$ cat src/rtl/day10_pkg.sv
// Shared constants for the day-10 machine-record parser and the downstream solver:
// record sizing, the ASCII tokens of the puzzle grammar and the parser state encoding.
package day10_pkg;
  localparam int MAX_BUTTONS = 13;
  localparam int DATA_WIDTH  = 32;

  localparam logic [7:0] CH_LBRACK = 8'h5B;
  localparam logic [7:0] CH_RBRACK = 8'h5D;
  localparam logic [7:0] CH_LPAREN = 8'h28;
  localparam logic [7:0] CH_RPAREN = 8'h29;
  localparam logic [7:0] CH_LBRACE = 8'h7B;
  localparam logic [7:0] CH_COMMA  = 8'h2C;
  localparam logic [7:0] CH_HASH   = 8'h23;
  localparam logic [7:0] CH_DOT    = 8'h2E;
  localparam logic [7:0] CH_LF     = 8'h0A;
  localparam logic [7:0] CH_CR     = 8'h0D;
  localparam logic [7:0] CH_SPACE  = 8'h20;
  localparam logic [7:0] CH_ZERO   = 8'h30;
  localparam logic [7:0] CH_NINE   = 8'h39;

  typedef enum logic [2:0] {
    LINE_START = 3'd0,
    LIGHT      = 3'd1,
    SEP        = 3'd2,
    BUTTON     = 3'd3,
    JOLT       = 3'd4,
    EMIT       = 3'd5,
    FINISHED   = 3'd6
  } state_t;
endpackage

$ cat src/rtl/day10_parser.sv
// Streams puzzle text one byte per cycle and emits one record per machine line
// (light mask plus button masks); the record registers also serve as the output hold.
//
// state      | meaning
// LINE_START | between lines; '[' opens a record
// LIGHT      | collecting '#'/'.' light characters
// SEP        | between groups; '(' opens a button, '{' opens joltages
// BUTTON     | accumulating decimal indices of one button group
// JOLT       | discarding joltages until LF (or in_last)
// EMIT       | record presented, input stalled until out_ready
// FINISHED   | end of input, all records taken; input refused
module day10_parser
  import day10_pkg::*;
#(
  parameter int MAX_BUTTONS = day10_pkg::MAX_BUTTONS,
  parameter int DATA_WIDTH  = day10_pkg::DATA_WIDTH
) (
  input  logic                              clk,
  input  logic                              rst,
  input  logic [7:0]                        in_data,
  input  logic                              in_valid,
  input  logic                              in_last,
  output logic                              in_ready,
  output logic                              out_valid,
  input  logic                              out_ready,
  output logic [DATA_WIDTH-1:0]             out_light,
  output logic [5:0]                        out_num_lights,
  output logic [4:0]                        out_num_buttons,
  output logic [MAX_BUTTONS*DATA_WIDTH-1:0] out_buttons,
  output logic [15:0]                       machine_count,
  output logic                              done,
  output logic                              err
);

  state_t                state, state_next;
  logic [DATA_WIDTH-1:0] light;
  logic [5:0]            num_lights;
  logic [4:0]            num_buttons;
  logic [DATA_WIDTH-1:0] buttons [MAX_BUTTONS];
  logic [DATA_WIDTH-1:0] scratch;
  logic [7:0]            acc;
  logic                  eof;

  logic                  take;
  logic                  is_digit;
  logic                  err_set;
  logic [11:0]           acc_prod;
  logic [7:0]            acc_next;
  logic                  light_ovf;
  logic                  acc_ovf;
  logic                  slots_full;

  // Out-of-range indices produce an all-zero mask, which is how dropped bits vanish.
  function automatic logic [DATA_WIDTH-1:0] onehot(input logic [7:0] idx);
    logic [DATA_WIDTH-1:0] m;
    m = '0;
    for (int i = 0; i < DATA_WIDTH; i++) m[i] = (int'(idx) == i);
    return m;
  endfunction

  assign take       = in_valid && in_ready;
  assign is_digit   = (in_data >= CH_ZERO) && (in_data <= CH_NINE);
  assign acc_prod   = {4'd0, acc} * 12'd10 + {8'd0, in_data[3:0]};
  assign acc_next   = (acc_prod > 12'd255) ? 8'd255 : acc_prod[7:0];
  assign light_ovf  = int'(num_lights) >= DATA_WIDTH;
  assign acc_ovf    = int'(acc) >= DATA_WIDTH;
  assign slots_full = int'(num_buttons) >= MAX_BUTTONS;

  always_ff @(posedge clk or posedge rst) begin
    if (rst) state <= LINE_START;
    else     state <= state_next;
  end

  always_comb begin
    state_next = state;
    err_set    = 1'b0;
    unique case (state)
      LINE_START: if (take) begin
        if (in_data == CH_LBRACK) state_next = LIGHT;
        else if (in_data != CH_SPACE && in_data != CH_CR && in_data != CH_LF) err_set = 1'b1;
        if (in_last) state_next = FINISHED;
      end
      LIGHT: if (take) begin
        if (in_data == CH_RBRACK) state_next = SEP;
        else if (in_data == CH_HASH || in_data == CH_DOT) err_set = light_ovf;
        else err_set = 1'b1;
        if (in_last) begin
          err_set    = 1'b1;
          state_next = FINISHED;
        end
      end
      SEP: if (take) begin
        if (in_data == CH_LPAREN) state_next = BUTTON;
        else if (in_data == CH_LBRACE) state_next = JOLT;
        else if (in_data != CH_SPACE) err_set = 1'b1;
        if (in_last) begin
          err_set    = 1'b1;
          state_next = FINISHED;
        end
      end
      BUTTON: if (take) begin
        if (in_data == CH_COMMA) err_set = acc_ovf;
        else if (in_data == CH_RPAREN) begin
          err_set    = acc_ovf || slots_full;
          state_next = SEP;
        end else if (!is_digit) err_set = 1'b1;
        if (in_last) begin
          err_set    = 1'b1;
          state_next = FINISHED;
        end
      end
      JOLT: if (take && (in_data == CH_LF || in_last)) state_next = EMIT;
      EMIT: if (out_ready) state_next = eof ? FINISHED : LINE_START;
      FINISHED: state_next = FINISHED;
      default: state_next = LINE_START;
    endcase
  end

  always_ff @(posedge clk or posedge rst) begin
    if (rst) begin
      light         <= '0;
      num_lights    <= '0;
      num_buttons   <= '0;
      scratch       <= '0;
      acc           <= '0;
      eof           <= 1'b0;
      err           <= 1'b0;
      machine_count <= '0;
      for (int k = 0; k < MAX_BUTTONS; k++) buttons[k] <= '0;
    end else begin
      if (err_set) err <= 1'b1;
      if (take && in_last) eof <= 1'b1;
      if (state == EMIT && out_ready) machine_count <= machine_count + 16'd1;
      if (take) begin
        unique case (state)
          LINE_START: if (in_data == CH_LBRACK) begin
            light       <= '0;
            num_lights  <= '0;
            num_buttons <= '0;
            scratch     <= '0;
            acc         <= '0;
            for (int k = 0; k < MAX_BUTTONS; k++) buttons[k] <= '0;
          end
          LIGHT: if (in_data == CH_HASH || in_data == CH_DOT) begin
            if (in_data == CH_HASH) light <= light | onehot({2'b00, num_lights});
            if (num_lights != 6'd63) num_lights <= num_lights + 6'd1;
          end
          SEP: if (in_data == CH_LPAREN) begin
            acc     <= '0;
            scratch <= '0;
          end
          BUTTON: begin
            if (is_digit) acc <= acc_next;
            else if (in_data == CH_COMMA) begin
              scratch <= scratch | onehot(acc);
              acc     <= '0;
            end else if (in_data == CH_RPAREN) begin
              acc <= '0;
              if (!slots_full) begin
                for (int k = 0; k < MAX_BUTTONS; k++)
                  if (int'(num_buttons) == k) buttons[k] <= scratch | onehot(acc);
                num_buttons <= num_buttons + 5'd1;
              end
            end
          end
          default: ;
        endcase
      end
    end
  end

  assign in_ready        = (state != EMIT) && (state != FINISHED);
  assign out_valid       = (state == EMIT);
  assign done            = (state == FINISHED);
  assign out_light       = light;
  assign out_num_lights  = num_lights;
  assign out_num_buttons = num_buttons;

  for (genvar g = 0; g < MAX_BUTTONS; g++) begin : g_btn
    assign out_buttons[g*DATA_WIDTH +: DATA_WIDTH] = buttons[g];
  end

endmodule

$ cat config.mk
export PLATFORM = sky130hd
export DESIGN_NAME = day10_parser
export DESIGN_NICKNAME = d
export VERILOG_FILES = /design/src/rtl/day10_pkg.sv /design/src/rtl/day10_parser.sv
export SDC_FILE = /design/constraint.sdc
export NUM_CORES = 1
export LEC_CHECK = 0
export BUFFER_PORTS_ARGS = -buffer_cell sky130_fd_sc_hd__buf_2
export CORE_ASPECT_RATIO = 1.5
export CORE_MARGIN = 1.5
export CORE_UTILIZATION = 55
export CTS_CLUSTER_SIZE = 12
export DETAILED_ROUTE_END_ITERATION = 8
export MAX_ROUTING_LAYER = met4
export PLACE_DENSITY_LB_ADDON = 0.25
export SLEW_MARGIN = 25
export SYNTH_ARGS = -nofsm -noshare
export SYNTH_HDL_FRONTEND = slang
export SYNTH_SLANG_ARGS = --single-unit
export TNS_END_PERCENT = 1
$ cat constraint.sdc
create_clock -name clk -period 33.4 [get_ports clk]
set_clock_uncertainty 0.2 [all_clocks]
set_input_delay 6.68 -clock clk [delete_from_list [all_inputs] [get_ports clk]]
set_output_delay 6.68 -clock clk [all_outputs]
set_load 0.02 [all_outputs]
==> results.sh <==
export IMPL_power_clock_fraction_pct=39.9
export IMPL_synthesis_warning_total=0
export IMPL_grt_pass1_wl_um=90370
export IMPL_cts_post_setup_buffers_inserted=0
export IMPL_p_switching_mw=0.3611
export IMPL_route_detailed_vias_per_inst=5.550
export IMPL_drcViolationCount=0
export IMPL_achievable_frequency_mhz=106.3
export IMPL_reg2reg_from="state[2]$_DFFE_PP0P_"
export IMPL_share_seq_of_total_power_pct=47.5
export IMPL_syn2layout_area_growth_pct=17.56
export IMPL_reg_to_reg_slack_setup_ps=29610
export IMPL_first_global_vias=14920
export IMPL_p_sw_share_pct=26.14
export IMPL_synthesized_area_divided_by_synthesized_cell_count_um2=15.04
export IMPL_initial_utilization_pct=56.00
export IMPL_timing_max_slew_rel_slack_pct=34.01
export IMPL_synth_enable_flop_cells=0
export IMPL_io_pins=492
export IMPL_route_final_wire_length_um=59470
export IMPL_row_count=91
export IMPL_timing_setup_tns_ps=0
export IMPL_yosysUniqueCellTypes=64
export IMPL_place_port_buffers=491
export IMPL_kind_of_end_point_of_the_critical_path="register"
export IMPL_layout_nets=2043
export IMPL_cts_root_buffer_cell="sky130_fd_sc_hd__clkbuf_16"
export IMPL_finalPower_mw=1.381
export IMPL_drive_above_1_share_pct=51.49
export IMPL_gr_total_overflow=0
export IMPL_fin_cells=2578
export IMPL_tightestPinTransition_ps=987.5
export IMPL_cts_hold_buffers_added=0
export IMPL_detailroute_via_count=14310
export IMPL_ant_nets=0
export IMPL_first_pass_iters=5
export IMPL_cell_internal_pwr_mw=1.020
export IMPL_largest_area_contributor_in_the_synthesized_netlist="sky130_fd_sc_hd__dfrtp_1"
export IMPL_final_max_slew_violation_count=0
export IMPL_cts_htree_levels=2
export IMPL_hold_path_sink="machine_count[15]$_DFFE_PP0P_"
export IMPL_outcome="completed"
export IMPL_path_class_of_the_lowest_slack_min_delay_path="reg2reg"
export IMPL_postSynthCellCount=1535
export IMPL_hpwlAfterDp_um=39410
export IMPL_final_period_minus_worst_setup_slack_ps=9405
export IMPL_initial_antenna_violation_count=0
export IMPL_synth_async_reset_ratio_pct=100.0
export IMPL_die_area_um2=43230
export IMPL_vdd_ir_drop_max_mv=0.03960
export IMPL_postSynthRegisterBits=520
export IMPL_maxCapViolCount=0
export IMPL_setup_repair_after_global_routing_missed_its_margin="false"
export IMPL_synth_fp_nets=1574
export IMPL_cts_buffer_depth=3
export IMPL_synth_flop_cell="sky130_fd_sc_hd__dfrtp_1"
export IMPL_routabilityCongestion=0.8986
export IMPL_clock_latency_ps=570
export IMPL_cts_buffers_inserted=51
export IMPL_power_share_combinational_pct=12.6
export IMPL_power_density_nw_per_um2=50.90
export IMPL_placed_instances=2507
export IMPL_clock_slew_seen_by_the_registers_of_the_worst_setup_and_hold_paths_ps=60
export IMPL_coreArea_um2=41220
export IMPL_setup_viol=0
export IMPL_die_height_um=253.9
export IMPL_final_hold_viol_count=0
export IMPL_cts_resized_gates=0
export IMPL_worstSetupPathType="in2reg"
export IMPL_p_leak_nw=14.71
export IMPL_timing_rr_end="out_buttons[383]$_DFFE_PP0P_"
export IMPL_critical_path_required_ps=33660
export IMPL_critical_path_startpoint_type="input pin"
export IMPL_hold_path_startpoint="machine_count[15]$_DFFE_PP0P_"
export IMPL_worst_hold_stages=1
export IMPL_synth_area_top_cells="sky130_fd_sc_hd__dfrtp_1, sky130_fd_sc_hd__mux2_4, sky130_fd_sc_hd__mux2_2, sky130_fd_sc_hd__buf_12, sky130_fd_sc_hd__mux2_1"
export IMPL_avgRoutedWirePerCell_um=23.07
export IMPL_post_synthesis_sequential_area_ratio_pct=56.37
export IMPL_chipWidth_um=170.3
export IMPL_arrival_ps=9660
export IMPL_clock_tree_from_tritoncts="built"
export IMPL_reg2reg_depth=6
export IMPL_synthDominantCellAreaShare_pct=56.37
export IMPL_global_route_usage_total_pct=28.32
export IMPL_crit_path_max_fanout=32
export IMPL_insertedDiodeCount=0
export IMPL_grt_max_degree=128
export IMPL_period_share_pct=28.16
export IMPL_syn_area_um2=23080
export IMPL_dr_first_iter_drc_count=798
export IMPL_clock_sinks=520
worst max-delay path by stage:
stage                from  slack [ps]  cells past startpoint                      endpoint
3_3_place_gp   in_data[0]       23340                      7  out_buttons[147]$_DFFE_PP0P_
2_1_floorplan         rst       11990                      1            acc[0]$_DFFE_PP0P_
5_1_grt        in_data[0]       23940                      7   out_buttons[94]$_DFFE_PP0P_
4_1_cts        in_data[0]       23910                      7  out_buttons[127]$_DFFE_PP0P_
6_report       in_data[0]       24000                      7  out_buttons[383]$_DFFE_PP0P_
3_5_place_dp   in_data[0]       23300                      7  out_buttons[114]$_DFFE_PP0P_
sequential cells by signal, indices dropped and copies added (netlist names):
| register | cells |
|---|---|
| out_light | 32 |
| scratch | 32 |
| eof | 1 |
| err | 1 |
| out_buttons | 416 |
| acc | 8 |
| state | 3 |
| out_num_buttons | 5 |
| out_num_lights | 6 |
| machine_count | 16 |
layer usage:
layer / up-vias / track usage, % / part of all wire, %
met5: - / - / 0
met4: 0 / 10.59 / 3.9
met3: 134 / 5.248 / 6.2
met2: 539 / 47.55 / 51
met1: 7335 / 33.98 / 39
li1: 6299 / - / -
synthesized netlist by cell type, drive strengths merged, types with 10 or more instances:
cell type,instances
nand3,20
xnor2,16
buf,46
mux2,450
a21oi,55
nor3,11
and3,10
nor2b,14
ha,24
xor2,11
nand2,49
dfrtp,520
nand2b,12
a31oi,26
nor2,92
o21ai,28
a21o,10
inv,15
clkbuf,58
critical path: stages:
cell and delay [ps]:
sky130_fd_sc_hd__buf_2 160, sky130_fd_sc_hd__or3b_4 430, sky130_fd_sc_hd__o41ai_4 350, sky130_fd_sc_hd__nand2_2 150
sky130_fd_sc_hd__a211o_4 600, sky130_fd_sc_hd__nor2_8 830, sky130_fd_sc_hd__mux2_2 410
cells in the final DEF, fill, tap and decap left out, types with 5 or more instances in the layout:
| master | instances |
|---|---|
| sky130_fd_sc_hd__clkbuf_1 | 8 |
| sky130_fd_sc_hd__and3_1 | 10 |
| sky130_fd_sc_hd__mux2_1 | 30 |
| sky130_fd_sc_hd__buf_4 | 22 |
| sky130_fd_sc_hd__xor2_1 | 11 |
| sky130_fd_sc_hd__nor2_8 | 10 |
| sky130_fd_sc_hd__clkbuf_16 | 53 |
| sky130_fd_sc_hd__buf_2 | 491 |
| sky130_fd_sc_hd__nand2_1 | 48 |
| sky130_fd_sc_hd__nor3_1 | 11 |
| sky130_fd_sc_hd__o21ai_0 | 28 |
| sky130_fd_sc_hd__nand2b_1 | 12 |
| sky130_fd_sc_hd__nand4_1 | 5 |
| sky130_fd_sc_hd__a21o_1 | 10 |
| sky130_fd_sc_hd__xnor2_1 | 16 |
| sky130_fd_sc_hd__dfrtp_1 | 520 |
| sky130_fd_sc_hd__ha_1 | 24 |
| sky130_fd_sc_hd__nor2_1 | 67 |
| sky130_fd_sc_hd__or4_1 | 5 |
| sky130_fd_sc_hd__inv_1 | 14 |
| sky130_fd_sc_hd__nand3_1 | 20 |
| sky130_fd_sc_hd__nor2b_1 | 14 |
| sky130_fd_sc_hd__mux2_4 | 300 |
| sky130_fd_sc_hd__mux2_2 | 120 |
| sky130_fd_sc_hd__a21oi_1 | 55 |
| sky130_fd_sc_hd__nor2_2 | 11 |
| sky130_fd_sc_hd__a31oi_1 | 26 |
per-stage QoR:
stage	util, %	hold slack [ps]	setup slack [ps]	area [um^2]
3_3_place_gp	61.87	252.1	23340	25500
2_1_floorplan	-	256.4	11990	23080
6_report	65.84	269.7	24000	27140
5_1_grt	65.84	293.3	23940	27140
3_5_place_dp	61.95	264.1	23300	25530
4_1_cts	65.63	271.8	23910	27050
power groups by stage:
stage | Combinational, mW | Clock, mW | Sequential [mW]
finish | 0.174 | 0.551 | 0.657
floorplan | 0.147 | 0 | 0.669
global route | 0.186 | 0.585 | 0.658
global placement | 0.169 | 0 | 0.667
detailed placement | 0.173 | 0 | 0.668
CTS | 0.173 | 0.563 | 0.656
logic make-up after synthesis:
logic type      synth area share, %
simple gates                  5.962
flops                         56.37
xor+xnor                      1.024
mux                           26.92
fa+ha+maj                     1.474
compound gates                3.854
buf+inv                       4.396
area by class of cell:
cell class	count	area [um^2]
clock buffer	62	1370
clock inverter	7	150.1
fill	3016	14080
inverter	16	67.56
multi-input combinational	895	9102
sequential	520	13010
tap	558	698.2
timing repair buffer	520	2735
Power figures use the tool's default switching activity.
